**config.mk**
```make
export PLATFORM = sky130hd
export DESIGN_NAME = pc_fetch_unit
export DESIGN_NICKNAME = d
export VERILOG_FILES = /design/src/rtl/pc_fetch_unit.sv
export SDC_FILE = /design/constraint.sdc
export NUM_CORES = 1
export LEC_CHECK = 0
export BUFFER_PORTS_ARGS = -buffer_cell sky130_fd_sc_hd__buf_2
export CORE_ASPECT_RATIO = 1.5
export CORE_MARGIN = 2
export CORE_UTILIZATION = 35
export DETAILED_ROUTE_END_ITERATION = 8
export SETUP_SLACK_MARGIN = 0.15
export SLEW_MARGIN = 30
export SYNTH_ARGS = -nofsm -noshare
export SYNTH_HDL_FRONTEND = slang
export SYNTH_SLANG_ARGS = --single-unit
```
**constraint.sdc**
```tcl
create_clock -name clk -period 4.6 [get_ports clk]
set_input_delay 0 -clock clk [delete_from_list [all_inputs] [get_ports clk]]
set_output_delay 0 -clock clk [all_outputs]
set_load 0.02 [all_outputs]
```
**src/rtl/pc_fetch_unit.sv**
```systemverilog
// Program-counter / instruction-fetch stage with req/ready imem handshake and one output slot.
// Optional build macro REDIRECT_COUNT_EN adds the redirect_count output.
module pc_fetch_unit #(
  parameter int unsigned       XLEN      = 32,
  parameter logic [XLEN-1:0]   RESET_PC  = '0,
  parameter logic [31:0]       NOP_INSTR = 32'h0000_0013
) (
  input  logic            clk,
  input  logic            rst,
  input  logic            stall,
  input  logic            should_jump,
  input  logic            is_jalr,
  input  logic [XLEN-1:0] branch_target,
  input  logic [XLEN-1:0] jalr_target,
  output logic            imem_req,
  output logic [XLEN-1:0] imem_addr,
  input  logic            imem_ready,
  input  logic [31:0]     imem_rdata,
  output logic [31:0]     instr_out,
  output logic [XLEN-1:0] pc_out,
  output logic            instr_valid,
  output logic            flush,
  output logic            misaligned
`ifdef REDIRECT_COUNT_EN
  ,
  output logic [31:0]     redirect_count
`endif
);

  typedef enum logic [1:0] {
    S_REQ  = 2'd0,
    S_WAIT = 2'd1,
    S_HALT = 2'd2
  } state_t;

  state_t          r_state;
  logic [XLEN-1:0] r_pc;
  logic [XLEN-1:0] r_wait_addr;
  logic            r_discard;
  logic [31:0]     r_instr;
  logic [XLEN-1:0] r_pc_out;
  logic            r_valid;
  logic            r_flush;
  logic            r_misaligned;

  state_t          w_state_nxt;
  logic [XLEN-1:0] w_pc_nxt;
  logic [XLEN-1:0] w_wait_addr_nxt;
  logic            w_discard_nxt;
  logic [31:0]     w_instr_nxt;
  logic [XLEN-1:0] w_pc_out_nxt;
  logic            w_valid_nxt;
  logic            w_flush_nxt;
  logic            w_misaligned_nxt;

  logic            w_slot_free;
  logic            w_req;
  logic            w_accept;
  logic [XLEN-1:0] w_jalr_aligned;
  logic [XLEN-1:0] w_target;
  logic [XLEN-1:0] w_pc_inc;

  assign w_slot_free    = !r_valid || !stall;
  // Request is suppressed while reset is held, so it first rises in the cycle after reset.
  assign w_req          = !rst && (((r_state == S_REQ) && w_slot_free) || (r_state == S_WAIT));
  assign w_jalr_aligned = jalr_target & ~XLEN'(1);
  assign w_target       = is_jalr ? w_jalr_aligned : branch_target;
  assign w_pc_inc       = r_pc + XLEN'(4);
  assign w_accept       = w_req && imem_ready && !r_discard && w_slot_free && !should_jump;

  always_comb begin
    // NOTE: every signal written here gets a default first so no path leaves it unassigned (no latches).
    w_state_nxt      = r_state;
    w_pc_nxt         = r_pc;
    w_wait_addr_nxt  = r_wait_addr;
    w_discard_nxt    = r_discard;
    w_instr_nxt      = r_instr;
    w_pc_out_nxt     = r_pc_out;
    w_valid_nxt      = r_valid;
    w_flush_nxt      = 1'b0;
    w_misaligned_nxt = r_misaligned;

    if (r_state != S_HALT) begin
      if (should_jump) begin
        w_flush_nxt = 1'b1;
        w_valid_nxt = 1'b0;
        w_instr_nxt = NOP_INSTR;
        if (w_target[1:0] != 2'b00) begin
          w_misaligned_nxt = 1'b1;
          w_discard_nxt    = 1'b0;
          w_state_nxt      = S_HALT;
        end else begin
          w_pc_nxt = w_target;
          // An unanswered request stays outstanding; its response must be dropped.
          if (w_req && !imem_ready) begin
            w_state_nxt   = S_WAIT;
            w_discard_nxt = 1'b1;
            if (r_state == S_REQ) w_wait_addr_nxt = r_pc;
          end else begin
            w_state_nxt   = S_REQ;
            w_discard_nxt = 1'b0;
          end
        end
      end else if (w_accept) begin
        w_instr_nxt  = imem_rdata;
        w_pc_out_nxt = r_pc;
        w_valid_nxt  = 1'b1;
        w_pc_nxt     = w_pc_inc;
        w_state_nxt  = S_REQ;
      end else begin
        if (!stall) begin
          w_valid_nxt = 1'b0;
          w_instr_nxt = NOP_INSTR;
        end
        if ((r_state == S_REQ) && w_req && !imem_ready) begin
          w_state_nxt     = S_WAIT;
          w_wait_addr_nxt = r_pc;
        end else if ((r_state == S_WAIT) && imem_ready && r_discard) begin
          w_discard_nxt = 1'b0;
          w_state_nxt   = S_REQ;
        end
      end
    end
  end

  always_ff @(posedge clk) begin
    // NOTE: sequential state uses non-blocking assignments so all registers update together.
    if (rst) begin
      r_state      <= S_REQ;
      r_pc         <= RESET_PC;
      r_wait_addr  <= RESET_PC;
      r_discard    <= 1'b0;
      r_instr      <= NOP_INSTR;
      r_pc_out     <= RESET_PC;
      r_valid      <= 1'b0;
      r_flush      <= 1'b0;
      r_misaligned <= 1'b0;
    end else begin
      r_state      <= w_state_nxt;
      r_pc         <= w_pc_nxt;
      r_wait_addr  <= w_wait_addr_nxt;
      r_discard    <= w_discard_nxt;
      r_instr      <= w_instr_nxt;
      r_pc_out     <= w_pc_out_nxt;
      r_valid      <= w_valid_nxt;
      r_flush      <= w_flush_nxt;
      r_misaligned <= w_misaligned_nxt;
    end
  end

  assign imem_req    = w_req;
  assign imem_addr   = (r_state == S_WAIT) ? r_wait_addr : r_pc;
  assign instr_out   = r_instr;
  assign pc_out      = r_pc_out;
  assign instr_valid = r_valid;
  assign flush       = r_flush;
  assign misaligned  = r_misaligned;

`ifdef REDIRECT_COUNT_EN
  logic [31:0] r_redirect_count;

  always_ff @(posedge clk) begin
    if (rst)          r_redirect_count <= '0;
    else if (r_flush) r_redirect_count <= r_redirect_count + 32'd1;
  end

  assign redirect_count = r_redirect_count;
`endif

endmodule

```
Word level (Yosys, flattened, before mapping)
Index checks and enable logic that the tools add are counted.
{"block": "word_totals", "output_inout_bits": 100, "wordCells": 83, "input_bits": 102, "register_bits": 134}
{"block": "classes", "n_eq_ne": 8, "add_sub_neg": 1, "bitwise_logic": 2, "reduce_logical": 33, "n_mux": 30}
{"operator": "32-bit 2-to-1 mux", "n": 14}
{"operator": "32-bit by 3-bit adder with 32-bit output, second input constant", "n": 1}
{"operator": "1-bit logical AND", "n": 11}
{"operator": "1-bit 2-to-1 mux", "n": 11}
{"operator": "2-bit 2-to-1 mux", "n": 5}
{"operator": "3-bit AND reduction", "n": 3}
{"operator": "2-bit inequality test, second input constant", "n": 4}
{"operator": "2-bit nonzero test", "n": 4}
{"operator": "1-bit zero test", "n": 6}
{"operator": "6-bit AND reduction", "n": 1}
{"operator": "2-bit by 1-bit inequality test with 1-bit output, second input constant", "n": 2}
{"operator": "2-bit AND reduction", "n": 2}
{"operator": "4-bit AND reduction", "n": 1}
{"operator": "4-bit nonzero test", "n": 1}
{"operator": "3-bit by 1-bit inequality test with 1-bit output, second input constant", "n": 1}
{"operator": "2-bit by 1-bit equality test with 1-bit output, second input constant", "n": 1}
{"operator": "2-bit zero test", "n": 1}
{"operator": "1-bit logical OR", "n": 2}
{"operator": "1-bit NOT", "n": 2}
{"operator": "2-bit OR reduction", "n": 1}

Depth between registers and ports, before layout
Gate-level depths: netlist of the first run.
{"block": "logic_depth", "depth_word": 11, "depth_mapped": 9, "ltp_nobuf": 6}

Worst setup path before layout of the first run
OpenSTA, ideal clock, no wires.
{"block": "synth_timing", "kind": "flip-flop to flip-flop", "start": "reg r_pc[2]", "end": "reg r_pc[28]", "setup_ns": 0.122, "n_path_buf": 1, "synth_period_minus_slack_ns": 1.768, "t_arrival_ns": 1.646, "stages_incl_launch_ff": 8, "t_required_ns": 4.478, "slack_ns": 2.832, "path_cell_list": "dfxtp_1 -> ha_1 -> and4_1 -> buf_6 -> and3_4 -> and4_4 -> a31oi_1 -> a221o_1"}
{"block": "synth_between", "elab_chain_len": 3}
{"item": "start, declared", "line_no": "37", "text": "logic [XLEN-1:0] r_pc;"}
{"item": "start signal, assigned", "line_no": "140", "text": "r_pc <= w_pc_nxt;"}
{"item": "32-bit by 3-bit adder with 32-bit output", "line_no": "68", "text": "assign w_pc_inc = r_pc + XLEN'(4);"}
{"item": "32-bit 2-to-1 mux", "line_no": "104", "text": "end else if (w_accept) begin"}
{"item": "32-bit 2-to-1 mux", "line_no": "84", "text": "if (should_jump) begin"}
No other way between the ends. The select of a mux whose other input is x is not followed.
A chain may end at the register's enable or synchronous reset.

Worst setup path after layout of the first run
{"block": "layout_timing", "start": "reg r_state[1]", "end": "out imem_addr[22]"}
{"block": "layout_between", "elab_chain_len": 2}
{"item": "start, declared", "line_no": "36", "text": "state_t r_state;"}
{"item": "start signal, assigned", "line_no": "139", "text": "r_state <= w_state_nxt;"}
{"item": "2-bit by 1-bit equality test with 1-bit output", "line_no": "152", "text": "assign imem_addr = (r_state == S_WAIT) ? r_wait_addr : r_pc;"}
{"item": "32-bit 2-to-1 mux", "line_no": "152"}
{"item": "end, declared", "line_no": "16", "text": "output logic [XLEN-1:0] imem_addr,"}
No other way between the ends.

==> summary.md, run 1 <==
| Metric | Value |
|---|---|
| Status | completed |
| Placed Area | roughly 7400 um^2 |
| Ant. Diodes | 0 |
| Placer Congestion | 0.834 |
| Core footprint | 18300 um^2 |
| Die X-Extent | 115 um |
| Tcrit/Tclk final | 49.0% |
| Clk_skew | 13.1 ps |
| Hold/Removal Path Class | in2reg |
| CTS sink count | 134 |
| Syn Std Cell Area | 6480 um^2 |
| Total track usage | 20.3% |
| Yosys top cell by area | dfxtp_1 |
| Post-placement cell count | 1103 |
| Maxcap violations | 0 |
| Vias in the first global route | just under 6000 |
| CP Class | reg2out |
| Slew Limit Fails | 0 |
| Fin nets | 1037 |
| Seq cells post-synth | 134 |
| Setup total negative slack | 0 ps |
| Initial antenna violation count | 0 |
| Most frequent cells in the layout | buf_2 (199), dfxtp_1 (134), nand2_1 (103) |
| RSZ-0062 raised after global routing | false |
| Final setup fails | 0 |
| Crit path capture type | primary output |
| P&R area growth vs syn | 29.1% |
| Pwr Density | 360 nW/um^2 |
| Post-detail-place hpwl | around 13 mm |
| Syn Nets | approximately 850 |
| FMAX | between 400 and 500 MHz |
| Row cnt | 61 |
| Worst EP required | 4600 ps |
| Async set or reset register ratio after synthesis | 0% |
| Clock buffer count from CTS | 17 |
| Area contributors post-synth | dfxtp_1 (41%), mux2i_1 (9.4%), mux2_2 (6.3%), nand2_1 (6.0%), nor2_1 (5.4%) |
| Via density | about 5.3 |
| Max_slew headroom | 39.6% |
| DR DRC count | 0 |
| Leakage | 3.77 nW |
| Boundary pin count | 202 |
| Clk Latency, worst-skew pair | 420 ps |
| Worst vdd ir | 0.219 mV |
| 1st-pass router iterations | 5 |
| Die height | 171 um |
| Post-synth top area share | between 40% and 50% |
| Synthesized instance count | 745 |
| Buffers on Ports | 200 |
| Most common cell after layout, fill and taps aside | buf_2 |
| Clock tree root buffer cell | clkbuf_16 |
| Syn Area/Cell | 8.70 um^2 |
| Total die area | 19700 um^2 |
| Clk buf depth | 2 |
| CP Launch Type | flip-flop |
| Post-layout instance area | 8370 um^2 |
| Clk pin slew, worst setup/hold paths | 60 ps |
| CP max FO | 32 |
| Synth Warn # | 0 |
| Min Tclk post-route | 2260 ps |
| Antenna viol nets, final | 0 |
| TritonCTS clock tree | yes |
| Post-cts sizing count | 0 |
| Final hold viol count | 0 |
| Synth Flop Type | dfxtp_1 |
| Share of layout cells above drive strength 1 | 31.6% |
| Detailed Route Iter0 Violations | between 300 and 400 |
| Worst slew pin tran | 907 ps |
| Largest net degree at the start of global routing | 73 |
| Count of different cell masters after synthesis | 63 |
| Depth of the CTS H-tree | 4 |
| Detailed-route via count | 6130 |
| Initial core utilization | 35.4% |
| Cell Count, Final, Fillers Out | 1167 |
| Final WL | 20.0 mm |
| Post-synthesis sequential area ratio | between 40% and 50% |
| EDFF count, synth | 0 |
| Worst Path Arrival | 2260 ps |
| DR WL/cell | about 17 um |
| First-pass GRT wire length | 31.1 mm |
| Overflow after GRT | 0 |
## sequential cells by signal (all words and copies together) (netlist names)
register / count
pc_out: 32
misaligned: 1
r_discard: 1
flush: 1
r_state: 2
instr_valid: 1
instr_out: 32
r_pc: 32
r_wait_addr: 32
## critical path: stages (launching register included)
cell and delay (ps):
dfxtp_1 470, nand2b_2 780, mux2_2 430, buf_2 170
## stage by stage
step                worst slack [ps]  util [%]  hold slack (ps)  total power, mW
finish                          2340      45.7             9.88             3.01
detailed placement              2120      40.6              241             1.64
global placement                2140      40.6              232             1.64
floorplan                       2830         -              148             1.51
global route                    2100      45.7             20.6             3.13
CTS                             2110      45.7            0.468             3.05
## cells in the mapped netlist, types with 5 or more instances
| cell type | count |
|---|---|
| nand4_1 | 12 |
| a211oi_1 | 5 |
| o22ai_1 | 7 |
| a22oi_1 | 30 |
| dfxtp_1 | 134 |
| o31ai_1 | 5 |
| nor2_1 | 93 |
| mux2_2 | 36 |
| buf_6 | 10 |
| mux2i_1 | 61 |
| and3_1 | 5 |
| o21ai_0 | 9 |
| nor3_1 | 11 |
| nand2_1 | 103 |
| nor4_1 | 7 |
| a31oi_1 | 8 |
| o21ai_1 | 7 |
| a21oi_1 | 58 |
| buf_2 | 31 |
| nand3_1 | 13 |
| clkbuf_1 | 24 |
## timing repair
item	4_1_cts	5_1_grt
hold buffers	32	0
hold endpoints to repair	32	0
setup buffers	0	0
endpoints found under the setup margin	0	0
## report_power, final
part	leakage, nW	internal, mW	switching (mW)
logic	2.39	0.162	0.223
clock network	0.290	0.834	0.547
registers	1.09	1.20	0.0522
total	3.77	2.19	0.822
## cell families (layout without fill, tap and decap cells)
logic type / count (synthesis) / count (layout) / synth area share, %
flops: 134 / 134 / 41.4
buf+inv: 76 / 278 / 6.39
fa+ha+maj: 1 / 1 / 0.193
compound gates: 161 / 161 / 16.6
mux: 97 / 97 / 15.7
simple gates: 276 / 276 / 19.8
## routing by layer
layer / global-route usage, % / part of all wire, % / routed length (um)
met4: 5.87 / 1.3 / 263
met2: 36.8 / 52 / 10400
met1: 23.4 / 41 / 8140
met3: 4.75 / 5.7 / 1150
met5: 0 / 0 / 0
## final timing paths
path / slack, ps / start / cells past startpoint / to
max: 2340 / r_state[1] / 3 / imem_addr[22]
min: 10 / branch_target[1] / 4 / r_state[0]
max reg2reg: 2350 / r_pc[9] / 5 / r_pc[21]
min reg2reg: 450 / pc_out[4] / 2 / pc_out[4]
## area by class of cell
cell class | count | area (um^2)
clock buffers | 19 | 453
multi-input cells | 535 | 3400
well taps | 220 | 275
fillers | 1825 | 9950
clock inverters | 13 | 146
flip-flops and latches | 134 | 2680
inverters | 4 | 15.0
repair buffers | 242 | 1400
Power figures use the tool's default switching activity.
==> inputs of run 2 (changes only) <==
==> constraint.sdc (replaced) <==
create_clock -name clk -period 1.9 [get_ports clk]
set_input_delay 0 -clock clk [delete_from_list [all_inputs] [get_ports clk]]
set_output_delay 0 -clock clk [all_outputs]
set_load 0.02 [all_outputs]
==> summary.md, run 2 (synthesis results as in run 1) <==
| Metric | Value |
|---|---|
| Status | completed |
| First-pass GRT wire length | 33.6 mm |
| Buffers on Ports | 200 |
| Overflow after GRT | 0 |
| Setup total negative slack | 0 ps |
| Worst Hold Slack | 1.53 ps |
| Vias in the first global route | 6491 |
| Leakage | 4.29 nW |
| Clk Latency, worst-skew pair | between 400 and 500 ps |
| Clk pin slew, worst setup/hold paths | 50 ps |
| CP max FO | 8 |
| Tot Pwr | 7.48 mW |
| Clock buffer count from CTS | 17 |
| FMAX | ~560 MHz |
| Maxcap violations | 0 |
| Fill cell count | between 1500 and 2000 |
| Total track usage | around 22% |
| Die X-Extent | 115 um |
| Min Tclk post-route | 1770 ps |
| Post-detail-place hpwl | 14.3 mm |
| P&R area growth vs syn | 45.1% |
| Worst vdd ir | between 0.4 and 0.5 mV |
| Pwr Density | 795 nW/um^2 |
| Largest net degree at the start of global routing | 66 |
| Depth of the CTS H-tree | 4 |
| RSZ-0062 raised after global routing | true |
| Hold/Removal Path Class | in2reg |
| Detailed-route via count | 6527 |
| Final setup fails | 0 |
| Via density | 5.32 |
| CP Launch Type | flip-flop |
| Total die area | 19700 um^2 |
| Initial antenna violation count | 0 |
| Ant. Diodes | 0 |
| Clk buf depth | 2 |
| Fin nets | 1101 |
| Initial core utilization | 35.4% |
| Most frequent cells in the layout | buf_2 (167), dfxtp_1 (128), nand2_1 (103) |
| Share of layout cells above drive strength 1 | 36.1% |
| Worst EP required | roughly 1900 ps |
| 1st-pass router iterations | 5 |
| Worst slew pin tran | 500 ps |
| Row cnt | between 60 and 70 |
| Final hold viol count | 0 |
| Placer Congestion | 0.910 |
| Die height | roughly 170 um |
| TritonCTS clock tree | yes |
| Core footprint | 18300 um^2 |
| CP Class | reg2out |
| Worst Path Arrival | ~1800 ps |
| Tcrit/Tclk final | 93.3% |
| Boundary pin count | 202 |
| DR DRC count | 0 |
| Antenna viol nets, final | 0 |
| Max_slew headroom | about two thirds |
| Layout Utilization | 51.4% |
| Clock tree root buffer cell | clkbuf_16 |
| Crit path capture type | primary output |
| Slew Limit Fails | 0 |
| Detailed Route Iter0 Violations | 340 |
| DR WL/cell | 18.0 um |
| Final WL | 22.1 mm |
| CTS sink count | 134 |
| Clk_skew | between 8 and 9 ps |
| Most common cell after layout, fill and taps aside | buf_2 |
-- run 2: stage by stage --
| step | cells | setup slack (ps) | area, um^2 |
|---|---|---|---|
| CTS | 1221 | 124 | 9240 |
| finish | 1228 | 127 | 9410 |
| global placement | 1149 | 106 | 7860 |
| floorplan | 745 | 182 | 6490 |
| detailed placement | 1149 | 63.5 | 7860 |
| global route | 1228 | 79.1 | 9410 |
-- run 2: worst max-delay path, stage by stage (launching register included) --
cell and delay [ps]:
dfxtp_2 320, buf_6 110, nand2b_4 170, buf_12 150, buf_16 150, mux2_4 310, buf_6 130
-- run 2: report_power, final --
group          total [mW]  switching, mW  internal (mW)  leakage (nW)
clock                3.24           1.17           2.07         0.274
combinational        1.27          0.673          0.600          2.93
sequential           2.96         0.0675           2.90          1.09
total                7.48           1.91           5.57          4.29
-- run 2: path summary, 6_finish.rpt --
check	slack (ps)	cells after the start	from	to
worst max-delay path	130	6	r_state[1]	imem_addr[22]
worst min-delay path	2	4	branch_target[2]	r_pc[2]
worst max register to register	210	7	r_state[1]	r_wait_addr[2]
worst min register to register	450	2	pc_out[4]	pc_out[4]
-- run 2: area by class of cell --
class	count	area (um^2)	area share (%)
multi-input cells	535	3570	38.0
flip-flops and latches	134	2690	28.6
repair buffers	306	2290	24.3
clock buffers	24	462	4.91
well taps	220	275	2.93
clock inverters	5	100	1.06
inverters	4	15.0	0.160
-- run 2: repair_timing --
item                       4_1_cts  5_1_grt
hold endpoints to repair        35        0
setup buffers                    5        5
gates cloned                     3        2
setup endpoints to repair       35      107
pin swaps                        0        5
resized for setup              104       17
hold buffers                    35        0
-- run 2: routing by layer --
layer	wire (um)	vias up	share of wire, %	global-route usage, %
li1	-	3160	-	-
met2	11600	239	53	40.7
met5	0	-	0	0
met3	1270	30	5.7	4.85
met4	432	0	2.0	7.65
met1	8770	3098	40	24.3
